**config.mk**
```make
export PLATFORM = sky130hd
export DESIGN_NAME = lsu_axi_fsm
export DESIGN_NICKNAME = d
export VERILOG_FILES = /design/src/rtl/lsu_axi_fsm.sv
export SDC_FILE = /design/constraint.sdc
export NUM_CORES = 1
export LEC_CHECK = 0
export BUFFER_PORTS_ARGS = -buffer_cell sky130_fd_sc_hd__clkbuf_2
export CAP_MARGIN = 20
export CORE_MARGIN = 3
export CORE_UTILIZATION = 35
export CTS_CLUSTER_DIAMETER = 120
export DETAILED_ROUTE_END_ITERATION = 7
export PLACE_DENSITY_LB_ADDON = 0.15
export SYNTH_ARGS = -nofsm -noshare
export SYNTH_HDL_FRONTEND = slang
export SYNTH_SLANG_ARGS = --single-unit
```
**constraint.sdc**
```tcl
create_clock -name clk -period 2.3 [get_ports clk]
set_clock_uncertainty 0.1 [all_clocks]
set_input_delay 0.23 -clock clk [delete_from_list [all_inputs] [get_ports clk]]
set_output_delay 0.23 -clock clk [all_outputs]
set_load 0.02 [all_outputs]
```
**src/rtl/lsu_axi_fsm.sv**
```systemverilog
`default_nettype none
// ============================================================================
// lsu_axi_fsm : load/store unit with a registered AXI-lite master FSM
// Rev 1.0
// ============================================================================
module lsu_axi_fsm #(
  parameter int XLEN   = 32,
  parameter int ADDR_W = 32
) (
  input  logic                clk,
  input  logic                rst,
  input  logic                i_prev_valid,
  output logic                o_this_ready,
  output logic                o_this_valid,
  input  logic                i_next_ready,
  input  logic                i_ren,
  input  logic                i_wen,
  input  logic [2:0]          i_funct3,
  input  logic [ADDR_W-1:0]   i_addr,
  input  logic [XLEN-1:0]     i_st_data,
  output logic [XLEN-1:0]     o_ld_data,
  output logic [1:0]          o_err,
  output logic [ADDR_W-1:0]   o_araddr,
  output logic                o_arvalid,
  input  logic                i_arready,
  input  logic [XLEN-1:0]     i_rdata,
  input  logic [1:0]          i_rresp,
  input  logic                i_rvalid,
  output logic                o_rready,
  output logic [ADDR_W-1:0]   o_awaddr,
  output logic                o_awvalid,
  input  logic                i_awready,
  output logic [XLEN-1:0]     o_wdata,
  output logic [XLEN/8-1:0]   o_wstrb,
  output logic                o_wvalid,
  input  logic                i_wready,
  input  logic [1:0]          i_bresp,
  input  logic                i_bvalid,
  output logic                o_bready
);

  localparam int NB = XLEN / 8;
  localparam int OB = $clog2(NB);

  typedef enum logic [2:0] {
    S_IDLE  = 3'd0,
    S_RADDR = 3'd1,
    S_RDATA = 3'd2,
    S_WREQ  = 3'd3,
    S_WRESP = 3'd4,
    S_DONE  = 3'd5
  } t_state;

  t_state              r_state;
  logic [ADDR_W-1:0]   r_addr;
  logic [2:0]          r_funct3;
  logic                r_aw_done;
  logic                r_w_done;
  logic                r_arvalid;
  logic                r_rready;
  logic                r_awvalid;
  logic                r_wvalid;
  logic                r_bready;
  logic                r_this_valid;
  logic [XLEN-1:0]     r_ld_data;
  logic [1:0]          r_err;
  logic [XLEN-1:0]     r_wdata;
  logic [NB-1:0]       r_wstrb;

  logic [1:0]          w_size;
  logic                w_illegal;
  logic                w_misalign;
  logic [1:0]          w_fault;
  logic [OB-1:0]       w_in_off;
  logic [NB-1:0]       w_strb_base;
  logic [NB-1:0]       w_wstrb;
  logic [XLEN-1:0]     w_wdata;
  logic [XLEN-1:0]     w_ld_shift;
  logic [XLEN-1:0]     w_ld_ext;
  logic                w_aw_hs;
  logic                w_w_hs;
  logic                w_aw_ok;
  logic                w_w_ok;

  assign w_size     = i_funct3[1:0];
  assign w_in_off   = i_addr[OB-1:0];
  assign w_illegal  = (i_funct3 == 3'b111) ||
                      ((XLEN == 32) && ((w_size == 2'd3) || (i_funct3 == 3'b110)));
  assign w_wdata    = i_st_data << {w_in_off, 3'b000};
  assign w_wstrb    = w_strb_base << w_in_off;
  assign w_ld_shift = i_rdata >> {r_addr[OB-1:0], 3'b000};

  assign w_aw_hs = r_awvalid & i_awready;
  assign w_w_hs  = r_wvalid & i_wready;
  assign w_aw_ok = r_aw_done | w_aw_hs;
  assign w_w_ok  = r_w_done | w_w_hs;

  always_comb begin
    w_misalign  = 1'b0;
    w_strb_base = NB'(1);
    case (w_size)
      2'd1: begin
        w_misalign  = i_addr[0];
        w_strb_base = NB'(3);
      end
      2'd2: begin
        w_misalign  = |i_addr[1:0];
        w_strb_base = NB'(15);
      end
      2'd3: begin
        w_misalign  = |i_addr[2:0];
        w_strb_base = '1;
      end
      default: begin
        w_misalign  = 1'b0;
        w_strb_base = NB'(1);
      end
    endcase
  end

  // Faults only apply to memory ops; an illegal size outranks misalignment.
  always_comb begin
    w_fault = 2'b00;
    if (i_ren || i_wen) begin
      if (w_illegal) begin
        w_fault = 2'b11;
      end else if (w_misalign) begin
        w_fault = 2'b01;
      end
    end
  end

  always_comb begin
    w_ld_ext = w_ld_shift;
    case (r_funct3)
      3'b000:  w_ld_ext = XLEN'($signed(w_ld_shift[7:0]));
      3'b001:  w_ld_ext = XLEN'($signed(w_ld_shift[15:0]));
      3'b010:  w_ld_ext = XLEN'($signed(w_ld_shift[31:0]));
      3'b100:  w_ld_ext = XLEN'(w_ld_shift[7:0]);
      3'b101:  w_ld_ext = XLEN'(w_ld_shift[15:0]);
      3'b110:  w_ld_ext = XLEN'(w_ld_shift[31:0]);
      default: w_ld_ext = w_ld_shift;
    endcase
  end

  always_ff @(posedge clk) begin
    if (rst) begin
      r_state      <= S_IDLE;
      r_addr       <= '0;
      r_funct3     <= '0;
      r_aw_done    <= 1'b0;
      r_w_done     <= 1'b0;
      r_arvalid    <= 1'b0;
      r_rready     <= 1'b0;
      r_awvalid    <= 1'b0;
      r_wvalid     <= 1'b0;
      r_bready     <= 1'b0;
      r_this_valid <= 1'b0;
      r_ld_data    <= '0;
      r_err        <= 2'b00;
      r_wdata      <= '0;
      r_wstrb      <= '0;
    end else begin
      case (r_state)
        S_IDLE: begin
          if (i_prev_valid) begin
            r_addr    <= i_addr;
            r_funct3  <= i_funct3;
            r_wdata   <= w_wdata;
            r_wstrb   <= w_wstrb;
            r_ld_data <= '0;
            r_err     <= w_fault;
            if ((w_fault != 2'b00) || !(i_ren || i_wen)) begin
              r_this_valid <= 1'b1;
              r_state      <= S_DONE;
            end else if (i_wen) begin
              r_awvalid <= 1'b1;
              r_wvalid  <= 1'b1;
              r_aw_done <= 1'b0;
              r_w_done  <= 1'b0;
              r_state   <= S_WREQ;
            end else begin
              r_arvalid <= 1'b1;
              r_state   <= S_RADDR;
            end
          end
        end
        S_RADDR: begin
          if (i_arready) begin
            r_arvalid <= 1'b0;
            r_rready  <= 1'b1;
            r_state   <= S_RDATA;
          end
        end
        S_RDATA: begin
          if (i_rvalid) begin
            r_rready     <= 1'b0;
            r_ld_data    <= w_ld_ext;
            r_err        <= (i_rresp != 2'b00) ? 2'b10 : 2'b00;
            r_this_valid <= 1'b1;
            r_state      <= S_DONE;
          end
        end
        S_WREQ: begin
          if (w_aw_hs) begin
            r_awvalid <= 1'b0;
            r_aw_done <= 1'b1;
          end
          if (w_w_hs) begin
            r_wvalid <= 1'b0;
            r_w_done <= 1'b1;
          end
          // Both channels may complete on the same edge; the clears below win.
          if (w_aw_ok && w_w_ok) begin
            r_aw_done <= 1'b0;
            r_w_done  <= 1'b0;
            r_bready  <= 1'b1;
            r_state   <= S_WRESP;
          end
        end
        S_WRESP: begin
          if (i_bvalid) begin
            r_bready     <= 1'b0;
            r_err        <= (i_bresp != 2'b00) ? 2'b10 : 2'b00;
            r_this_valid <= 1'b1;
            r_state      <= S_DONE;
          end
        end
        S_DONE: begin
          if (i_next_ready) begin
            r_this_valid <= 1'b0;
            r_state      <= S_IDLE;
          end
        end
        default: begin
          r_state <= S_IDLE;
        end
      endcase
    end
  end

  assign o_this_ready = (r_state == S_IDLE);
  assign o_this_valid = r_this_valid;
  assign o_ld_data    = r_ld_data;
  assign o_err        = r_err;
  assign o_araddr     = r_addr;
  assign o_arvalid    = r_arvalid;
  assign o_rready     = r_rready;
  assign o_awaddr     = r_addr;
  assign o_awvalid    = r_awvalid;
  assign o_wdata      = r_wdata;
  assign o_wstrb      = r_wstrb;
  assign o_wvalid     = r_wvalid;
  assign o_bready     = r_bready;

endmodule
`default_nettype wire

```
==> impl_results.md, run 1 <==
* Yosys cell types at 54
* RR Startpoint: o_araddr[1]$_SDFFE_PP0P_
* CTS tree: yes
* Footprint of the multi-input gates at 2815 um2
* Die Y at 133.4 um
* Via count at 5644
* Required @ worst endpoint at 2.47 ns
* Reg clk slew, reported paths at 0.05 ns
* Remaining antenna violation count at 0
* Wire per inst at 15.77 um
* DR vias/cell at 5.030
* Post-synthesis sequential area ratio at 40.85%
* GP Congestion at 0.8489
* WL final at 17.69 mm
* Cell count after synthesis at 652
* First-pass GRT wire length at 27.70 mm
* Fmax at 486.9 MHz
* Largest net degree at the start of global routing at 73
* Total leakage power at 3.497 nW
* Root Buffer: clkbuf_16
* CP startpoint kind: register
* Maximum VDD drop at 0.0005793 V
* Post_cts resized at 0
* Hold EP: o_ld_data[26]$_SDFFE_PP0P_
* Final setup vio count at 0
* EDFF count, synth at 0
* PwrDens at 1108 nW/um2
* Initial antenna violation count at 0
* H-tree levels at 4
* RSZ-0062 raised after global routing: no
* Core Region at 15540 um2
* Met1 usage at 24.10%
* Fill count at 1515
* Share of layout cells above drive strength 1 at 39.19%
* Worst Hold Launch: i_rdata[26]
* Vias in the first global route at 5364
* Clock Latency Late Sink at 0.41 ns
* Synth top area cells: dfxtp_1 (41%), a21oi_1 (7.9%), nand2_1 (6.8%)
* Yosys reg bits at 116
* Synth area leader: dfxtp_1
* Clock sinks at 116
* R2R depth at 5
* # Max-Cap Violations at 0
* WS Path Type: register to register
* Fin crit share at 89.30%
* Syn_nets at 766
* Final Max Slew Viols at 0
* Fin Setup TNS at 0 ns
* Remaining Overflow, GRT at 0
* GRT Util Overall at 19.30%
* DR DRC count at 0
* DP Wirelength at 12.82 mm
* Nets at 1013
* GR peak layer: met2
* Die area at 17810 um2
* Outcome: finished clean
* Die W at 133.4 um
* Post-synth top cells: dfxtp_1 (116), nand2_1 (103), a21oi_1 (90), nor2_1 (41), buf_4 (34)
* TritonCTS Buffers at 17
* Top cell type's share of synthesized area at 40.85%
* Arr. time, crit path at 2.22 ns
* Post-Syn Area per Cell at 8.718 um2
* Yosys warns at 0
* Capturing point of the worst reg2reg path: o_ld_data[20]$_SDFFE_PP0P_
* CP max FO at 20
* Async S/R FF share, synth at 0%
* IO Port Bufs at 254
* Hold Crit Depth at 3
* Hold Fails Final Rpt at 0
* Ports at 255
* Starting Density at 36.58%
* Site Rows at 45
* GR Layer Usage met2 at 32.34%
* Synth Cell Area at 5684 um2
* Pre-CTS WS at 0.2463 ns
* Max-Slew Margin vs Limit at 51.97%
* CTS max path bufs at 2
* Met3 Track Usage GR at 5.249%
* Worst setup margin at 0.2460 ns
* Post-layout minimum cycle time at 2.054 ns
* Measured slew at the worst slew-check pin at 0.7189 ns
* FF-to-FF setup slack at 0.25 ns
* Ant diodes at 0
* Seq. cell area at 2322 um2
* Crit end category: register
* DRT iter0 DRCs at 252
* Synth Flop Type: dfxtp_1
* DRT Pass-1 Iters at 5
* Area grow syn2layout at 39.31%
* Most frequent cell after synthesis: dfxtp_1
* Hold crit path type: input port to register
==> cells by family after synthesis <==
group | synth area share, %
mux | 11.89
simple gates | 16.13
buf+inv | 9.795
flops | 40.85
compound gates | 21.33
==> stage by stage <==
| step | power (mW) | utilization [%] | cell area (um2) | hold slack [ns] | cells |
|---|---|---|---|---|---|
| after floorplan | 5.036 | - | 5684 | 0.2457 | 652 |
| after global placement | 5.779 | 44.22 | 6872 | 0.3394 | 1053 |
| after detailed placement | 5.835 | 44.22 | 6872 | 0.3473 | 1053 |
| after CTS | 8.880 | 50.96 | 7919 | 0.0007757 | 1122 |
| after global routing | 9.261 | 50.96 | 7919 | 0.01187 | 1122 |
| final | 8.772 | 50.96 | 7919 | 0.01810 | 1122 |
==> state kept, by name, indices dropped and copies added, names as in the netlist, 2 cells and up <==
signal and cells:
o_err 2, r_funct3 3, o_wstrb 4, o_araddr 32, r_state 3, o_ld_data 32, o_wdata 32
==> worst max-delay path by stage <==
stage,startpoint,end,cells past startpoint
final,o_araddr[1]$_SDFFE_PP0P_,o_ld_data[20]$_SDFFE_PP0P_,5
after global routing,r_state[0]$_SDFFE_PP0P_,r_state[1]$_SDFFE_PP0P_,4
after CTS,o_araddr[1]$_SDFFE_PP0P_,o_ld_data[17]$_SDFFE_PP0P_,5
after detailed placement,o_araddr[1]$_SDFFE_PP0P_,o_ld_data[18]$_SDFFE_PP0P_,5
after global placement,o_araddr[1]$_SDFFE_PP0P_,o_ld_data[31]$_SDFFE_PP0P_,5
after floorplan,o_araddr[0]$_SDFFE_PP0P_,o_ld_data[22]$_SDFFE_PP0P_,6
==> power breakdown <==
group | leakage, nW | internal [mW] | switching [mW]
clock | 0.328 | 2.05 | 0.895
combinational | 2.22 | 1.15 | 1.96
sequential | 0.945 | 2.38 | 0.329
==> repair_timing <==
item | in CTS | in global routing
buffers inserted | 0 | 0
hold endpoints to repair | 39 | 0
endpoints found under the setup margin | 0 | 0
hold buffers | 38 | 0
==> critical path: stages, from the launching register on <==
cell,delay [ns]
dfxtp_1,0.40
buf_4,0.33
mux2i_1,0.24
o2bb2ai_1,0.15
mux2i_4,0.51
o21ai_0,0.17
==> final cells by class <==
type / instances / area share, %
Clock buffer: 22 / 6.241
Clock inverter: 9 / 2.180
Inverter: 7 / 0.3318
Multi-Input combinational cell: 444 / 35.55
Sequential cell: 116 / 29.33
Tap cell: 211 / 3.334
Timing Repair Buffer: 313 / 23.04
==> cells in the final DEF, fill, tap and decap left out, types with 4 or more instances in the layout <==
cell type,n
a211oi_1,10
a21o_1,4
a21oi_1,89
a22o_1,7
a22oi_1,24
buf_4,21
bufinv_16,5
clkbuf_16,17
clkbuf_2,253
clkbuf_8,5
dfxtp_1,116
dlygate4sd3_1,38
inv_1,7
mux2_2,18
mux2i_1,27
mux4_2,8
nand2_1,103
nand2b_1,5
nand3_1,8
nor2_1,41
nor2b_1,5
nor3_1,10
nor3_2,7
nor4b_1,4
o211ai_1,9
o21ai_0,20
o21ai_2,7
==> per-layer routing <==
layer	part of all wire, %	vias to the layer above
met5	0	-
met4	1.5	0
met3	6.6	19
met2	49	201
met1	43	2642
li1	-	2782
(Power assumes the default switching activity.)
==> run 2: changes to the inputs <==
--- a/config.mk
+++ b/config.mk
@@ -11,7 +11,7 @@
 export CORE_UTILIZATION = 35
 export CTS_CLUSTER_DIAMETER = 120
 export DETAILED_ROUTE_END_ITERATION = 7
-export PLACE_DENSITY_LB_ADDON = 0.15
+export PLACE_DENSITY_LB_ADDON = 0.3
 export SYNTH_ARGS = -nofsm -noshare
 export SYNTH_HDL_FRONTEND = slang
 export SYNTH_SLANG_ARGS = --single-unit
==> run 2 against run 1 <==
Net effect: fmax is 2.3% higher; worst setup slack better by 0.047 ns; combinational power is 2% higher; register-to-register slack better by 0.05 ns; clock power is 6.8% lower; sequential power hardly changed.
==> impl_results.md, run 2 (synthesized netlist as in run 1, its figures left out) <==
* CTS tree: yes
* Power, Total at 8.602 mW (-1.9%)
* Remaining antenna violation count at 0 (unchanged)
* DP Wirelength at 12.78 mm (-0.25%)
* Largest net degree at the start of global routing at 71 (-2.7%)
* Via count at 5608 (-0.64%)
* Arr. time, crit path at 2.24 ns (+0.02 ns)
* CP startpoint kind: register
* WS Path Type: register to register
* Ant diodes at 0 (unchanged)
* WL final at 17.85 mm (+0.88%)
* Worst path cell trace: buf_4, nor4b_2, buf_12, nand3_1, a21oi_1
* RSZ-0062 raised after global routing: no
* Max-Slew Margin vs Limit at 54.67% (+2.7 points)
* Initial antenna violation count at 0 (unchanged)
* Remaining Overflow, GRT at 0 (unchanged)
* H-tree levels at 4 (unchanged)
* CP max FO at 70 (+250%)
* PwrDens at 1092 nW/um2 (-1.5%)
* Fill count at 1497 (-1.2%)
* Total leakage power at 3.471 nW (-0.72%)
* Final setup vio count at 0 (unchanged)
* Root Buffer: clkbuf_16
* IO Port Bufs at 254 (unchanged)
* Die Y at 133.4 um (unchanged)
* Area grow syn2layout at 38.63%
* CTS max path bufs at 2 (unchanged)
* Clock Latency Late Sink at 0.41 ns (about the same)
* Fin Setup TNS at 0 ns (unchanged)
* # Max-Cap Violations at 0 (unchanged)
* Fin crit share at 87.28% (-2.0 points)
* First-pass GRT wire length at 28.66 mm (+3.5%)
* Die area at 17810 um2 (unchanged)
* Vias in the first global route at 5500 (+2.5%)
* Hold crit path type: input port to register
* Post-CTS Setup Bufs at 0 (unchanged)
* Hold Fails Final Rpt at 0 (unchanged)
* Post-layout minimum cycle time at 2.007 ns (-0.04666 ns)
* Measured slew at the worst slew-check pin at 0.6799 ns (-0.03904 ns)
* DR DRC count at 0 (unchanged)
* Post_cts resized at 0 (unchanged)
* Clock sinks at 116 (unchanged)
* TritonCTS Buffers at 17 (unchanged)
* Commonest non-fill, non-tap cell in the layout: clkbuf_2
* Cell class contributing the biggest share of worst-path delay: buffers and inverters
* Site Rows at 45 (unchanged)
* Wire per inst at 15.89 um (+0.79%)
* GP Congestion at 0.7886 (-7.1%)
* Crit end category: register
* GRT Util Overall at 19.81% (+0.51 points)
* Reg clk slew, reported paths at 0.05 ns (about the same)
* Outcome: finished clean
* DR vias/cell at 4.994 (-0.73%)
* Commonest cells after routing, fill and taps aside: clkbuf_2 (253), dfxtp_1 (116), nand2_1 (103)
* Final Max Slew Viols at 0 (unchanged)
* Critical path's largest stage delay at 0.46 ns (-0.05 ns)
* Required @ worst endpoint at 2.53 ns (+0.06 ns)
* Share of layout cells above drive strength 1 at 39.36% (+0.18 points)
* Fmax at 498.2 MHz (+2.3%)
* Core Region at 15540 um2 (unchanged)
* Nets at 1013 (unchanged)
* Maximum VDD drop at 0.0007368 V (+27%)
* DRT Pass-1 Iters at 4 (-1)
* DRT iter0 DRCs at 323 (+28%)
* Worst path buffer plus inverter count at 2 (+1)
* Die W at 133.4 um (unchanged)
* Starting Density at 36.58% (unchanged)
* Ports at 255 (unchanged)
* Critical path's slowest cell: dfxtp_1
==> run 2: cell count changes in the layout (fill, tap and decap cells not counted) <==
cell,change
clkinvlp_4,+1
buf_4,+1
clkbuf_8,-2
dlygate4sd3_1,-2
clkbuf_1,+1
inv_6,+1
clkinv_4,+3
clkinv_2,-1
bufinv_16,-2
buf_12,+1
==> run 2: cell type report <==
type                            instances  area [um2]  area share (%)
Clock inverter                         11       150.1           1.905
Multi-Input combinational cell        444        2815           35.73
Sequential cell                       116        2322           29.47
Tap cell                              211       264.0           3.350
Inverter                                7       26.28          0.3334
Timing Repair Buffer                  313        1832           23.25
Clock buffer                           21       470.5           5.970
==> run 2: power breakdown <==
group / internal, mW / leakage, nW / switching (mW)
clock network: 1.79 / 0.300 / 0.960
logic: 1.17 / 2.23 / 1.99
registers: 2.38 / 0.945 / 0.310
total: 5.35 / 3.47 / 3.26
==> run 2: worst min-delay path: cells and delay by family <==
family	cells	cell delay (ns)
AO/OA/AOI/OAI	2	0.14
buffers and inverters	1	0.12
==> run 2: final timing paths <==
check / from / to / slack (ns) / cells after the start
min: i_rdata[31] / o_ld_data[31]$_SDFFE_PP0P_ / 0.02 / 3
max: r_state[1]$_SDFFE_PP0P_ / o_wdata[5]$_SDFFE_PP0P_ / 0.29 / 5
max reg2reg: r_state[1]$_SDFFE_PP0P_ / o_wdata[5]$_SDFFE_PP0P_ / 0.29 / 5
min reg2reg: o_wstrb[2]$_SDFFE_PP0P_ / o_wstrb[2]$_SDFFE_PP0P_ / 0.35 / 2
==> run 2: metal layers <==
| metal | share of wire [%] | vias to the layer above | track usage [%] |
|---|---|---|---|
| met5 | 0 | - | 0 |
| met3 | 8.0 | 28 | 6.495 |
| met2 | 49 | 210 | 33.32 |
| met1 | 42 | 2579 | 23.76 |
| li1 | - | 2791 | - |
| met4 | 1.8 | 0 | 7.029 |
==> run 2: per-stage QoR <==
| stage | setup slack, ns | util [%] | hold slack [ns] | instances | instance area [um2] |
|---|---|---|---|---|---|
| floorplan | 0.3637 | - | 0.2457 | 652 | 5684 |
| global placement | 0.3295 | 44.40 | 0.3415 | 1055 | 6899 |
| detailed placement | 0.3173 | 44.40 | 0.3486 | 1055 | 6899 |
| CTS | 0.3045 | 50.71 | 0.001712 | 1123 | 7880 |
| global route | 0.1157 | 50.71 | 0.02371 | 1123 | 7880 |
| finish | 0.2927 | 50.71 | 0.01652 | 1123 | 7880 |
==> run 2: timing repair <==
action,in CTS,in global routing
hold endpoints to repair,36,0
hold buffers,36,0
setup endpoints to repair,0,0
==> run 3: changes to the inputs <==
--- a/config.mk
+++ b/config.mk
@@ -7,8 +7,9 @@
 export LEC_CHECK = 0
 export BUFFER_PORTS_ARGS = -buffer_cell sky130_fd_sc_hd__clkbuf_2
 export CAP_MARGIN = 20
+export CORE_ASPECT_RATIO = 1.75
 export CORE_MARGIN = 3
-export CORE_UTILIZATION = 35
+export CORE_UTILIZATION = 48
 export CTS_CLUSTER_DIAMETER = 120
 export DETAILED_ROUTE_END_ITERATION = 7
 export PLACE_DENSITY_LB_ADDON = 0.3
==> run 3 against run 2 <==
Net effect: cell count is 6.9% lower; routed wire length down 1.8%; core utilization rose by 16 points; combinational power up 1%; register-to-register slack barely moved; first-iteration DRC count shrank 45%; sequential power shrank 1%; sequential share of layout area increased by 0.37 points; cell area decreased by 1.3%; critical path type unchanged; critical endpoint is now o_wdata[30]$_SDFFE_PP0P_; largest cell class unchanged.
==> impl_results.md, run 3 (synthesized netlist as in run 1, its figures left out) <==
* DR DRC count at 0 (unchanged)
* Ant diodes at 0 (unchanged)
* Crit end category: register
* Hold Crit Depth at 3 (unchanged)
* Wire per inst at 16.76 um (+5.4%)
* DP Wirelength at 12.86 mm (+0.63%)
* Remaining antenna violation count at 0 (unchanged)
* Fmax at 497.3 MHz (-0.17%)
* Ports at 255 (unchanged)
* Commonest cells after routing, fill and taps aside: clkbuf_2 (253), dfxtp_1 (116), nand2_1 (103)
* Starting Density at 49.08% (+13 points)
* Required @ worst endpoint at 2.52 ns (about the same)
* Fill count at 950 (-37%)
* Share of layout cells above drive strength 1 at 39.30% (-0.067 points)
* RSZ-0062 raised after global routing: no
* CTS tree: yes
* Switching Share at 37.89% (+0.043 points)
* Largest net degree at the start of global routing at 71 (unchanged)
* DR vias/cell at 5.582 (+12%)
* TritonCTS Buffers at 17 (unchanged)
* Hold Fails Final Rpt at 0 (unchanged)
* FF-to-FF setup slack at 0.29 ns (about the same)
* Remaining Overflow, GRT at 0 (unchanged)
* Final Max Slew Viols at 0 (unchanged)
* Fin crit share at 87.42% (+0.14 points)
* Die W at 88.26 um (-34%)
* Core Region at 11580 um2 (-25%)
* Clock power frac at 32.6% (+0.6 points)
* # Max-Cap Violations at 0 (unchanged)
* Combinational Power Share at 36.9% (+0.2 points)
* Nets at 1012 (-0.099%)
* H-tree levels at 4 (unchanged)
* DRT Pass-1 Iters at 5 (+1)
* CTS max path bufs at 2 (unchanged)
* Sequential Power Share at 30.6% (-0.7 points)
* Clock sinks at 116 (unchanged)
* Worst hold margin at 0.02262 ns (+0.006104 ns)
* Hold EP: o_ld_data[31]$_SDFFE_PP0P_
* Reg clk slew, reported paths at 0.06 ns (about the same)
* Capturing point of the worst reg2reg path: o_wdata[30]$_SDFFE_PP0P_
* R2R depth at 5 (unchanged)
* PwrDens at 1116 nW/um2 (+2.2%)
* IO Port Bufs at 254 (unchanged)
* Measured slew at the worst slew-check pin at 0.6085 ns (-0.07142 ns)
* Area grow syn2layout at 36.89%
* Maximum VDD drop at 0.0006332 V (-14%)
* CP max FO at 70 (unchanged)
* Post-cts hold buffer count at 36 (unchanged)
* Psw at 3.291 mW (+1.1%)
* WL final at 17.53 mm (-1.8%)
* Post-CTS Setup Bufs at 0 (unchanged)
* Via count at 5839 (+4.1%)
* Seq. cell area at 2322 um2 (unchanged)
* CP startpoint kind: register
* Final setup vio count at 0 (unchanged)
* GRT Util Overall at 26.30% (+6.5 points)
* Post_cts resized at 0 (unchanged)
* Commonest non-fill, non-tap cell in the layout: clkbuf_2
* Fin Setup TNS at 0 ns (unchanged)
* Clock Latency Late Sink at 0.41 ns (about the same)
* Outcome: finished clean
* Total leakage power at 3.470 nW (about the same)
* GP Congestion at 0.9332 (+18%)
* Hold crit path type: input port to register
* RR Startpoint: r_state[1]$_SDFFE_PP0P_
* WS Path Type: register to register
* Vias in the first global route at 5756 (+4.7%)
* Worst Hold Launch: i_rdata[31]
* Root Buffer: clkbuf_16
* Die Y at 150.0 um (+12%)
* Initial antenna violation count at 0 (unchanged)
* Arr. time, crit path at 2.23 ns (about the same)
* First-pass GRT wire length at 27.37 mm (-4.5%)
* Die area at 13240 um2 (-26%)
* Post-layout minimum cycle time at 2.011 ns (+0.003315 ns)
* DRT iter0 DRCs at 178 (-45%)
* Max-Slew Margin vs Limit at 59.29% (+4.6 points)
* Pint at 5.393 mW (+0.89%)
* Site Rows at 52 (+16%)
* Footprint of the multi-input gates at 2811 um2 (-0.13%)
[run 3: cell types whose count changed in the layout (fill, tap and decap cells not counted)]
| cell | previous run | this run |
|---|---|---|
| inv_6 | 1 | 3 |
| clkbuf_1 | 1 | 0 |
| clkinv_2 | 2 | 1 |
| bufinv_16 | 3 | 4 |
| clkinv_4 | 3 | 4 |
| a21oi_2 | 2 | 1 |
| a21oi_1 | 89 | 90 |
| clkbuf_8 | 3 | 1 |
| buf_12 | 2 | 1 |
[run 3: power groups by stage]
stage	sequential (mW)	combinational, mW	clock [mW]
2_1_floorplan	3.03	2.01	0
3_3_place_gp	2.68	3.07	0
3_5_place_dp	2.69	3.14	0
4_1_cts	2.66	3.20	2.88
5_1_grt	2.70	3.49	2.98
6_report	2.65	3.20	2.83
[run 3: layout make-up]
type,count,area share [%]
clock buffer,18,5.644
timing repair buffer,312,23.28
sequential,116,29.84
multi-input combinational,444,36.13
tap,135,2.171
inverter,7,0.3377
clock inverter,14,2.589
[run 3: stage by stage]
step	total power [mW]	instances	setup slack (ns)	utilization, %	instance area [um2]
floorplan	5.036	652	0.3637	-	5684
global placement	5.744	978	0.3338	58.55	6780
detailed placement	5.830	978	0.2523	58.55	6780
CTS	8.736	1046	0.2946	67.19	7781
global route	9.170	1046	0.1681	67.19	7781
finish	8.684	1046	0.2893	67.19	7781
[run 3: routing by layer]
| layer | vias to the layer above | track usage [%] | share of wire (%) |
|---|---|---|---|
| met5 | - | 0 | 0 |
| met4 | 0 | 15.05 | 4.7 |
| met3 | 47 | 6.942 | 6.9 |
| met2 | 272 | 45.35 | 53 |
| met1 | 2728 | 28.21 | 36 |
| li1 | 2792 | - | - |
[run 3: how the worst max path moves through the flow]
stage                     depth (start not counted)                    endpoint                      from  slack, ns
final                                             5    o_wdata[30]$_SDFFE_PP0P_   r_state[1]$_SDFFE_PP0P_       0.29
after global placement                            5     r_state[1]$_SDFFE_PP0P_               i_funct3[0]       0.33
after CTS                                         5    o_wdata[30]$_SDFFE_PP0P_   r_state[1]$_SDFFE_PP0P_       0.29
after global routing                              5    o_wdata[23]$_SDFFE_PP0P_   r_state[1]$_SDFFE_PP0P_       0.17
after detailed placement                          5     r_state[1]$_SDFFE_PP0P_               i_funct3[0]       0.25
after floorplan                                   6  o_ld_data[22]$_SDFFE_PP0P_  o_araddr[0]$_SDFFE_PP0P_       0.36
[run 3: worst max-delay path, stage by stage (launching register included)]
cell	delay, ns
dfxtp_1	0.43
buf_4	0.23
nor4b_2	0.43
buf_12	0.33
o211ai_1	0.18
a21oi_1	0.18
